===== src/rtl/uart_tx_debug_if.sv =====
// uart_tx_debug_if: byte-send handshake and serial-line bundle between the debug unit and uart_tx_debug
interface uart_tx_debug_if #(
  parameter int NB_DATA = 8
);
  logic               i_tx_start;
  logic [NB_DATA-1:0] i_tx_data;
  logic               o_tx;
  logic               o_tx_done_tick;
  logic               o_busy;
  modport master (output i_tx_start, i_tx_data, input o_tx, o_tx_done_tick, o_busy);
  modport slave  (input i_tx_start, i_tx_data, output o_tx, o_tx_done_tick, o_busy);
endinterface


===== src/rtl/uart_tx_debug.sv =====
// uart_tx_debug: LSB-first 8N1 UART transmitter (8E1 when UART_TX_PARITY_EN is defined) for the debug unit
//   i_clock rising-edge clock; i_reset synchronous active-low reset
//   bus.i_tx_start/i_tx_data byte request (sampled in IDLE only); bus.o_tx registered serial line (idles high)
//   bus.o_tx_done_tick one-cycle pulse in the last stop-bit cycle; bus.o_busy high while a frame is in flight
module uart_tx_debug #(
  parameter int NB_DATA = 8,
  parameter int SB_TICK = 16,
  parameter int CLK_DIV = 163
) (
  input logic            i_clock,
  input logic            i_reset,
  uart_tx_debug_if.slave bus
);
  localparam int DW = CLK_DIV > 1 ? $clog2(CLK_DIV) : 1;
  localparam int TW = SB_TICK > 1 ? $clog2(SB_TICK) : 1;
  localparam int NW = NB_DATA > 1 ? $clog2(NB_DATA) : 1;
  localparam logic [DW-1:0] D_LAST = DW'(CLK_DIV - 1);
  localparam logic [TW-1:0] S_LAST = TW'(SB_TICK - 1);
  localparam logic [NW-1:0] N_LAST = NW'(NB_DATA - 1);
  typedef enum logic [2:0] {
    IDLE,
    START,
    DATA,
`ifdef UART_TX_PARITY_EN
    PARITY,
`endif
    STOP
  } state_t;
  state_t             state, state_n;
  logic [DW-1:0]      div_cnt, div_n;
  logic [TW-1:0]      s_cnt, s_n;
  logic [NW-1:0]      n_idx, n_n;
  logic [NB_DATA-1:0] shreg, sh_n;
  logic               tx, tx_n, tick, bit_end, done;
`ifdef UART_TX_PARITY_EN
  logic               par;
  always_ff @(posedge i_clock)
    if (!i_reset) par <= 1'b0;
    else if (state == IDLE && bus.i_tx_start) par <= ^bus.i_tx_data;
`endif
  always_ff @(posedge i_clock)
    if (!i_reset) begin
      state   <= IDLE;
      div_cnt <= '0;
      s_cnt   <= '0;
      n_idx   <= '0;
      shreg   <= '0;
      tx      <= 1'b1;
    end else begin
      state   <= state_n;
      div_cnt <= div_n;
      s_cnt   <= s_n;
      n_idx   <= n_idx == n_n ? n_idx : n_n;
      shreg   <= sh_n;
      tx      <= tx_n;
    end
  // o_tx is registered, so it is computed from the next state/shift value
  always_comb begin
    tick    = div_cnt == D_LAST;
    bit_end = tick && s_cnt == S_LAST;
    div_n   = tick ? '0 : div_cnt + 1'b1;
    s_n     = bit_end ? '0 : s_cnt + TW'(tick);
    n_n     = n_idx;
    sh_n    = shreg;
    state_n = state;
    done    = 1'b0;
    case (state)
      IDLE: begin
        s_n = '0;
        if (bus.i_tx_start) begin
          state_n = START;
          sh_n    = bus.i_tx_data;
          div_n   = '0;
          n_n     = '0;
        end
      end
      START: if (bit_end) state_n = DATA;
      DATA: if (bit_end) begin
        sh_n = shreg >> 1;
        n_n  = n_idx == N_LAST ? '0 : n_idx + 1'b1;
`ifdef UART_TX_PARITY_EN
        if (n_idx == N_LAST) state_n = PARITY;
`else
        if (n_idx == N_LAST) state_n = STOP;
`endif
      end
`ifdef UART_TX_PARITY_EN
      PARITY: if (bit_end) state_n = STOP;
`endif
      STOP: if (bit_end) begin
        state_n = IDLE;
        done    = 1'b1;
      end
      default: state_n = IDLE;
    endcase
    tx_n = state_n == START ? 1'b0 : state_n == DATA ? sh_n[0] : 1'b1;
`ifdef UART_TX_PARITY_EN
    if (state_n == PARITY) tx_n = par;
`endif
  end
  assign bus.o_tx           = tx;
  assign bus.o_tx_done_tick = done;
  assign bus.o_busy         = state != IDLE;
endmodule


===== src/flat_wrapper.sv =====
// flat-port wrapper written by rule: the top's interface ports become plain ports
module uart_tx_debug_flat 
#(
  parameter int NB_DATA = 8,
  parameter int SB_TICK = 16,
  parameter int CLK_DIV = 163
)
  (i_clock, i_reset, bus_i_tx_start, bus_i_tx_data, bus_o_tx, bus_o_tx_done_tick, bus_o_busy);
  uart_tx_debug_if #(.NB_DATA(NB_DATA)) bus_i ();
  input logic i_clock;
  input logic i_reset;
  input wire logic [$bits(bus_i.i_tx_start)-1:0] bus_i_tx_start;
  input wire logic [$bits(bus_i.i_tx_data)-1:0] bus_i_tx_data;
  output wire logic [$bits(bus_i.o_tx)-1:0] bus_o_tx;
  output wire logic [$bits(bus_i.o_tx_done_tick)-1:0] bus_o_tx_done_tick;
  output wire logic [$bits(bus_i.o_busy)-1:0] bus_o_busy;
  assign bus_i.i_tx_start = bus_i_tx_start;
  assign bus_i.i_tx_data = bus_i_tx_data;
  assign bus_o_tx = bus_i.o_tx;
  assign bus_o_tx_done_tick = bus_i.o_tx_done_tick;
  assign bus_o_busy = bus_i.o_busy;
  uart_tx_debug #(.NB_DATA(NB_DATA), .SB_TICK(SB_TICK), .CLK_DIV(CLK_DIV)) u_core (.i_clock(i_clock), .i_reset(i_reset), .bus(bus_i));
endmodule

===== config.mk =====
export PLATFORM = sky130hd
export DESIGN_NAME = uart_tx_debug_flat
export DESIGN_NICKNAME = d
export VERILOG_FILES = /design/src/rtl/uart_tx_debug_if.sv /design/src/rtl/uart_tx_debug.sv /design/src/flat_wrapper.sv
export SDC_FILE = /design/constraint.sdc
export NUM_CORES = 1
export LEC_CHECK = 0
export BUFFER_PORTS_ARGS = -buffer_cell sky130_fd_sc_hd__buf_2
export CORE_ASPECT_RATIO = 0.8
export CORE_MARGIN = 4
export CORE_UTILIZATION = 35
export DETAILED_ROUTE_END_ITERATION = 8
export PLACE_DENSITY = 0.52
export SYNTH_ARGS = -nofsm -noshare
export SYNTH_HDL_FRONTEND = slang
export SYNTH_SLANG_ARGS = --single-unit

===== constraint.sdc =====
create_clock -name i_clock -period 1.82 [get_ports i_clock]
set_input_delay 0.091 -clock i_clock [delete_from_list [all_inputs] [get_ports i_clock]]
set_output_delay 0.091 -clock i_clock [all_outputs]
set_load 0.05 [all_outputs]

==> results.ini, run 1 <==
[routing]
avgViaCountPerCell = 4.938
drc = 0
drt_iter0_markers = 16
dr_total_vias = 958
drt_wl_total_um = 2429
drt-wirelength-per-cell_um = 12.52
ant_nets = 0
first_pass_iters = 3

[power_and_ir_drop]
power.density_nw_per_um2 = 690.4
ir_drop_v = 0.0004244
total_power_uw = 1045
p_leak_uw = 0.0006510

[timing]
final-hold-violation-count = 0
post-route-period-util_pct = 97.16
tns_ns = 0
post-route-min-period_ns = 1.768
setup_viol = 0
skew_ns = 0.005579
maxSlewViolCount = 0
fmax_mhz = 565.5
whs_ns = 0.07520
rsz0062_at_grt = true

[critical_path]
critPathLaunch = u_core.div_cnt[0]$_SDFF_PN0_
rrSetupSlack_ns = 0.13
crit_family = simple AND/OR/NAND/NOR gates
timing.critical_path.to_type = primary output
cpPeakStageDelay_ns = 0.33
cp_data_required_time_ns = 1.73
worstRegToRegCells = 8
reg2reg_to = u_core.s_cnt[1]$_SDFF_PP0_
crit_chain = inv_2 > ha_4 > and4bb_2 > and2_4 > nand2_4 > nor4bb_4 > buf_6
crit_path_start_kind = flop
r2r-start = u_core.div_cnt[0]$_SDFF_PN0_
endpoint = bus_o_tx_done_tick
critical_path_cell_count = 7
cp.arrival_ns = 1.68
cp_slowest_cell = dfxtp_2
crit_fanout = 2
critical_path_class = flop to primary output
worst-path-buf-inv = 2

[grt]
antenna_found_initial = 0
grt_max_degree = 16
grt_pass1_vias = 936
gr-total-overflow = 0
grt_use_total_pct = 12.31
grt_pass1_wl_um = 4312

[logic_synthesis]
yosys_warnings = 0
syn_inst = 127
synthSimpleGateAreaFrac_pct = 27.65
syn_area_um2 = 1217
synthXorXnorAreaFrac_pct = 6.475
synthMuxAreaShare_pct = 2.055
seq_area_frac_synth_pct = 44.40
synth_compound_area_share_pct = 11.61
synth_seq_cells = 27
synth_cell_types = 34
synth_fa_ha_area_share_pct = 6.166
syn_area_per_cell_um2 = 9.586
synth_top_family_by_area = simple AND/OR/NAND/NOR gates
async_reset_ff_share_pct = 0
synth_flop_cell = dfxtp_1
synth-edff-count = 0
synth_nets = 144

[clocking]
cts_tree = yes
clkSinkCount = 27
clkTransAtPathRegs_ns = 0.08
cts-root-buf = clkbuf_8
ctsHoldBuffers = 0
htree_num_levels = 1
cts_buffer_depth = 2
worst_skew_pair.late_latency_ns = 0.27
cts_buffers = 3

[floorplan]
io_pins = 14
start_util_pct = 37.80
core_area_um2 = 3221
die_h_um = 60.75
fp.dieArea_um2 = 4492
row_count = 18
die_w_um = 73.94

[placement]
gp_congestion = 0.7949
placed_cells = 186
dp_hpwl_um = 1819
port_buffers = 13
dpl_cell_area_um2 = 1399

[final_layout]
diodes = 0
seq_area_um2 = 543.0
syn_to_final_growth_pct = 24.36
final_cell_mix = 25 x dfxtp_1, 14 x nor2_1, 12 x buf_2, 12 x buf_4, 11 x nand2_1
drive_gt1_share_pct = 27.92
nNetsFinal = 172
nFillCells = 335
multi_input_area_um2 = 705.7
final_area_um2 = 1514
stdcell_count = 194
layout_commonest_cell = dfxtp_1

[run]
maxCapViolCount = 0

[outcome]
status = complete, no violations

[hold_path]
hold_class = input port to flop

==> worst min path at each step <==
stage	start	endpoint	slack, ns	cells past startpoint
after floorplan	bus_i_tx_data[7]	u_core.shreg[7]$_SDFFE_PN0P_	0.24	2
after global placement	bus_i_tx_data[7]	u_core.shreg[7]$_SDFFE_PN0P_	0.36	3
after detailed placement	bus_i_tx_data[7]	u_core.shreg[7]$_SDFFE_PN0P_	0.36	3
after CTS	bus_i_tx_data[7]	u_core.shreg[7]$_SDFFE_PN0P_	0.07	3
after global routing	bus_i_tx_data[7]	u_core.shreg[7]$_SDFFE_PN0P_	0.09	3
final	bus_i_tx_data[7]	u_core.shreg[7]$_SDFFE_PN0P_	0.08	3
==> worst reg2reg max path, cell delays in order (launching register included) <==
cell      delay, ns
dfxtp_2        0.34
inv_2          0.04
ha_4           0.14
and4bb_2       0.23
and2_4         0.15
buf_4          0.14
ha_2           0.17
ha_1           0.26
and2_1         0.13
==> layer usage <==
metal	up-vias	track usage (%)	wire (µm)	share of wire, %
met5	-	0	0	0
met4	0	2.326	17	0.70
met3	2	4.139	76	3.1
met2	8	19.32	1051	43
met1	447	16.70	1284	53
li1	501	-	-	-
==> power breakdown <==
group	internal, µW	leakage, µW	total, µW	switching (µW)
clock	153	0.0000255	332	179
sequential	607	0.000220	620	12.8
combinational	45.0	0.000406	93.8	48.8
total	805	0.000651	1050	240
==> cell families (layout without fill, tap and decap cells) <==
logic type / Yosys count / in the layout
other cells: 1 / 1
flops: 27 / 27
buf+inv: 4 / 31
xor+xnor: 9 / 9
fa+ha+maj: 6 / 6
compound gates: 19 / 19
mux: 2 / 2
simple gates: 59 / 59
==> sequential cells by signal, summed over array words and instances, names as in the netlist <==
signal and flops:
u_core.div_cnt 8, u_core.shreg 8, u_core.s_cnt 4, u_core.n_idx 3
u_core.state 3, u_core.bus.o_tx 1
==> layout make-up <==
| class | count | area share, % |
|---|---|---|
| Sequential cell | 27 | 35.87 |
| Multi-Input combinational cell | 96 | 46.61 |
| Timing Repair Buffer | 25 | 10.66 |
| Inverter | 2 | 0.4959 |
| Clock buffer | 3 | 2.727 |
| Tap cell | 40 | 3.306 |
| Clock inverter | 1 | 0.3306 |
==> through the flow <==
| stage | setup slack, ns | util (%) |
|---|---|---|
| after floorplan | 0.02346 | - |
| after global placement | 0.09560 | 43.43 |
| after detailed placement | 0.03571 | 43.43 |
| after CTS | 0.008818 | 46.93 |
| after global routing | -0.05245 | 47.01 |
| final | 0.05171 | 47.01 |
==> synthesized netlist by cell type, types with 2 or more instances <==
library cell  instances  area, µm²
nor3b_1               3      22.52
xor2_1                6      52.55
nor3_1                2      10.01
a22oi_1               6      45.04
dfxtp_1              27      540.5
nor2_1               14      52.55
inv_1                 2      7.510
nand3_1               8      40.04
nand4_1               2      12.51
and3_1                4      25.02
a21boi_0              9      67.56
ha_1                  6      75.07
and2_1                3      18.77
xnor2_1               3      26.28
and4_1                2      17.52
nand2_1              12      45.04
==> timing repair <==
item | 4_1_cts | 5_1_grt
resized for setup | 11 | 1
setup endpoints to repair | 1 | 2
buffers inserted | 4 | 0
pin swaps | 3 | 3
Note: power is estimated with default switching activity, not from simulation.
==> run 2: changes to the inputs <==
--- a/config.mk
+++ b/config.mk
@@ -7,10 +7,10 @@
 export LEC_CHECK = 0
 export BUFFER_PORTS_ARGS = -buffer_cell sky130_fd_sc_hd__buf_2
 export CORE_ASPECT_RATIO = 0.8
-export CORE_MARGIN = 4
+export CORE_MARGIN = 2
 export CORE_UTILIZATION = 35
 export DETAILED_ROUTE_END_ITERATION = 8
-export PLACE_DENSITY = 0.52
+export PLACE_DENSITY_LB_ADDON = 0.12
 export SYNTH_ARGS = -nofsm -noshare
 export SYNTH_HDL_FRONTEND = slang
 export SYNTH_SLANG_ARGS = --single-unit
==> run 2 against run 1 <==
  * Global-route usage increased by 2.0 points
  * Flip-flop and latch count unchanged
  * Final cell count increased by 0.52%
  * Combinational power increased by 3.5%
  * Via count decreased by 1.8%
  * Register-to-register slack got worse by 0.04 ns
  * Core utilization decreased by 2.1 points
  * Sequential power about the same
  * Clock skew decreased by 0.0032 ns
  * Die area decreased by 12%
  * Largest cell class unchanged
==> results.ini, run 2 (synthesis gave the netlist of run 1 again) <==
[clocking]
clkTransAtPathRegs_ns = 0.09
cts_buffers = 3
cts_tree = yes
cts_buffer_depth = 2
clkSinkCount = 27
ctsHoldBuffers = 0
cts-root-buf = clkbuf_8
htree_num_levels = 1
worst_skew_pair.late_latency_ns = 0.27

[routing]
drt-wirelength-per-cell_um = 13.10
drt_iter0_markers = 27
drt_wl_total_um = 2554
avgViaCountPerCell = 4.826
dr_total_vias = 941
ant_nets = 0
first_pass_iters = 3
drc = 0

[timing]
tns_ns = 0
maxSlewViolCount = 0
setup_viol = 0
post-route-min-period_ns = 1.777
rsz0062_at_grt = true
final-hold-violation-count = 0
skew_ns = 0.002383
post-route-period-util_pct = 97.64
fmax_mhz = 562.7

[final_layout]
drive_gt1_share_pct = 27.45
nNetsFinal = 171
seq_area_um2 = 543.0
multi_input_area_um2 = 713.2
top_regs = u_core.div_cnt: 8 flops, u_core.shreg: 8 flops, u_core.s_cnt: 4 flops
diodes = 0
layout_commonest_cell = dfxtp_1
nFillCells = 352
syn_to_final_growth_pct = 24.46
final_cell_mix = 25 x dfxtp_1, 14 x nor2_1, 12 x buf_2

[floorplan]
core_area_um2 = 3376
die_h_um = 56.75
fp.dieArea_um2 = 3969
io_pins = 14
start_util_pct = 36.06
row_count = 19
die_w_um = 69.94

[grt]
grt_pass1_wl_um = 4436
gr-total-overflow = 0
grt_use_total_pct = 14.30
grt_max_degree = 16
antenna_found_initial = 0
grt_pass1_vias = 966

[power_and_ir_drop]
power.density_nw_per_um2 = 692.1
p_leak_uw = 0.0006491
total_power_uw = 1049
ir_drop_v = 0.0003547

[placement]
port_buffers = 13
dp_hpwl_um = 1873
gp_congestion = 0.7554

[outcome]
status = complete, no violations

[hold_path]
hold_class = input port to flop

[critical_path]
crit_fanout = 2
cp.arrival_ns = 1.69
cp_data_required_time_ns = 1.73
crit_path_start_kind = flop
timing.critical_path.to_type = primary output
critical_path_class = flop to primary output

[run]
maxCapViolCount = 0

==> run 2: cell types whose count changed in the layout (fill, tap and decap cells not counted) <==
cell	change
nor3b_2	+1
ha_2	-1
nor3b_1	-1
a211oi_1	-1
clkbuf_1	+1
buf_4	-1
a211oi_2	+1
ha_1	+1
clkinv_2	-1
==> run 2: worst max-delay path, cell delays in order, from the launching register on <==
cell and delay [ns]:
dfxtp_2 0.33, inv_2 0.06, ha_4 0.12, and4bb_2 0.23, and2_4 0.16, nand2_4 0.05, nor4bb_4 0.27, buf_6 0.19
==> run 2: what timing repair did <==
action                     4_1_cts  5_1_grt
pin swaps                        2        2
resized for setup               11        2
buffers inserted                 4        0
setup endpoints to repair        1        5
==> run 2: layout make-up <==
type,count,share of cell area [%]
Clock buffer,4,2.973
Sequential cell,27,35.84
Inverter,2,0.4955
Tap cell,42,3.468
Timing Repair Buffer,24,10.16
Multi-Input combinational cell,96,47.07
==> run 2: worst paths after layout <==
kind	start	to	slack (ns)	cells past startpoint
max	u_core.div_cnt[0]$_SDFF_PN0_	bus_o_tx_done_tick	0.04	7
min	bus_i_tx_data[7]	u_core.shreg[7]$_SDFFE_PN0P_	0.08	3
max reg2reg	u_core.div_cnt[0]$_SDFF_PN0_	u_core.s_cnt[1]$_SDFF_PP0_	0.09	8
min reg2reg	u_core.shreg[3]$_SDFFE_PN0P_	u_core.shreg[3]$_SDFFE_PN0P_	0.47	2
==> run 2: per-stage QoR <==
step                setup slack, ns  std cells  utilization, %  hold WS (ns)  instance area [µm²]
finish                      0.04295        195           44.89       0.08041                 1515
global route               -0.05185        195           44.89       0.09474                 1515
CTS                         0.01041        195           44.59       0.08292                 1505
detailed placement          0.02355        187           41.29        0.3726                 1394
global placement             0.1053        187           41.29        0.3445                 1394
floorplan                   0.02346        127               -        0.2359                 1232
==> run 2: metal layers <==
metal  share of wire, %  track usage (%)  vias to the layer above
met4               0.63            2.473                        0
met3                3.4            4.488                        2
met1                 49            18.28                      430
met5                  0                0                        -
li1                   -                -                      497
met2                 47            24.08                       12
==> run 2: power by group <==
| group | total, µW | internal (µW) | switching [µW] |
|---|---|---|---|
| clock | 331 | 157 | 175 |
| sequential | 620 | 607 | 13.5 |
| combinational | 97.1 | 46.7 | 50.4 |
==> run 3: changes to the inputs <==
==> constraint.sdc (replaced) <==
create_clock -name i_clock -period 1.82 [get_ports i_clock]
set_input_delay 0.091 -clock i_clock [delete_from_list [all_inputs] [get_ports i_clock]]
set_output_delay 0.091 -clock i_clock [all_outputs]
set_load 0.02 [all_outputs]
==> run 3 against run 2 <==
  * Sequential share of layout area hardly changed
  * Via count is 0.21% lower
  * Routed wire length is 3.9% lower
  * Critical path type unchanged
  * Critical endpoint unchanged
  * Largest power group unchanged
  * Highest routed layer unchanged
==> results.ini, run 3 (synthesis gave the netlist of run 1 again) <==
[final_layout]
final_cell_mix = 24 x dfxtp_1, 14 x nor2_1, 13 x buf_4
nFillCells = 344
diodes = 0
drive_gt1_share_pct = 28.57
final_area_um2 = 1519
layout_commonest_cell = dfxtp_1
nNetsFinal = 172
syn_to_final_growth_pct = 24.77
top_regs = u_core.div_cnt: 8 flops, u_core.shreg: 8 flops, u_core.s_cnt: 4 flops
stdcell_count = 196

[hold_path]
hold_class = input port to flop

[timing]
setup_viol = 0
rsz0062_at_grt = true
maxSlewViolCount = 0
finalWorstSetupSlack_ns = 0.04328
fmax_mhz = 562.8
whs_ns = 0.06365
post-route-min-period_ns = 1.777
post-route-period-util_pct = 97.62
final-hold-violation-count = 0
skew_ns = 0.01054

[routing]
drt-wirelength-per-cell_um = 12.52
drt_iter0_markers = 58
avgViaCountPerCell = 4.791
drc = 0
ant_nets = 0
first_pass_iters = 4
dr_total_vias = 939
drt_wl_total_um = 2454

[placement]
gp_congestion = 0.7685
dpl_cell_area_um2 = 1371
dp_hpwl_um = 1678
placed_cells = 186
port_buffers = 13
dp_slack_ns = 0.09018

[critical_path]
crit_fanout = 2
cp_slowest_cell = dfxtp_2
critical_path_class = flop to primary output
crit_path_start_kind = flop
cp_data_required_time_ns = 1.73
timing.critical_path.to_type = primary output
cp.arrival_ns = 1.69
crit_chain = inv_2 > ha_4 > and4bb_2 > and2_4 > nand2_4 > nor4bb_4 > buf_4
cpPeakStageDelay_ns = 0.33

[run]
maxCapViolCount = 0

[power_and_ir_drop]
switching_power_uw = 247.9
ir_drop_v = 0.0005450
clkPwrFrac_pct = 33.0
p_int_uw = 806.3
power.density_nw_per_um2 = 694.0
p_seq_share_pct = 58.8
comb_power_share_pct = 8.2
p_leak_uw = 0.0006534
switching_share_pct = 23.52

[clocking]
cts-root-buf = clkbuf_8
clkSinkCount = 27
cts_buffer_depth = 2
ctsHoldBuffers = 0
cts_buffers = 3
worst_skew_pair.late_latency_ns = 0.28
clkTransAtPathRegs_ns = 0.09
cts_tree = yes
htree_num_levels = 1

[floorplan]
die_w_um = 69.94
row_count = 19
start_util_pct = 36.06
core_area_um2 = 3376
die_h_um = 56.75
io_pins = 14
fp.dieArea_um2 = 3969

[grt]
gr-total-overflow = 0
grt_pass1_wl_um = 4291
grt_pass1_vias = 943
grt_max_degree = 17
grt_use_total_pct = 13.66
antenna_found_initial = 0

[outcome]
status = complete, no violations

run 3: changes by cell type in the layout (fill, tap and decap cells not counted):
cell,delta
clkinvlp_4,+1
clkbuf_1,-1
dfxtp_1,-1
buf_6,-1
buf_4,+2
a211oi_2,-1
a211oi_1,+1
dfxtp_2,+1
run 3: power groups by stage:
stage	combinational (µW)	clock [µW]	sequential, µW
floorplan	46.9	0	631
global placement	78.5	0	631
detailed placement	79.6	0	631
CTS	85.7	367	619
global route	98.5	396	623
finish	86.6	347	620
run 3: worst paths after layout:
path,endpoint,cells after the start,start,slack (ns)
hold reg to reg,u_core.shreg[5]$_SDFFE_PN0P_,2,u_core.shreg[5]$_SDFFE_PN0P_,0.46
setup / recovery,bus_o_tx_done_tick,7,u_core.div_cnt[0]$_SDFF_PN0_,0.04
hold / removal,u_core.shreg[7]$_SDFFE_PN0P_,3,bus_i_tx_data[7],0.06
setup reg to reg,u_core.s_cnt[2]$_SDFF_PP0_,9,u_core.div_cnt[0]$_SDFF_PN0_,0.07
run 3: metrics by stage:
stage | power (µW) | TNS [ns] | util (%)
2_1_floorplan | 677.7 | 0 | -
3_3_place_gp | 709.7 | 0 | 40.62
3_5_place_dp | 711.0 | 0 | 40.62
4_1_cts | 1072 | -0.005560 | 44.03
5_1_grt | 1117 | -0.03754 | 45.00
6_report | 1054 | 0 | 45.00
run 3: area by class of cell:
cell class                      count  area (µm²)  area share, %
Clock buffer                        3       41.29          2.718
Clock inverter                      1       7.507         0.4942
Inverter                            2       7.507         0.4942
Multi-Input combinational cell     96       708.2          46.62
Sequential cell                    27       544.3          35.83
Tap cell                           42       52.55          3.460
Timing Repair Buffer               25       157.7          10.38
run 3: per-layer routing:
layer / up-vias / share of wire [%] / GRT usage (%)
li1: 499 / - / -
met1: 426 / 52 / 17.84
met2: 10 / 45 / 22.59
met3: 4 / 2.5 / 3.232
met4: 0 / 0.98 / 3.846
met5: - / 0 / 0
run 3: what timing repair did:
item	4_1_cts	5_1_grt
setup buffers	4	2
pin swaps	3	4
hold endpoints to repair	0	0
setup endpoints to repair	1	4
gates resized for setup	10	4
run 3: worst max-delay path: cells and delay by family (launching register included):
family        cells  cell delay, ns
fa+ha+maj         1            0.12
buf+inv           2            0.24
flops             1            0.33
simple gates      4            0.71
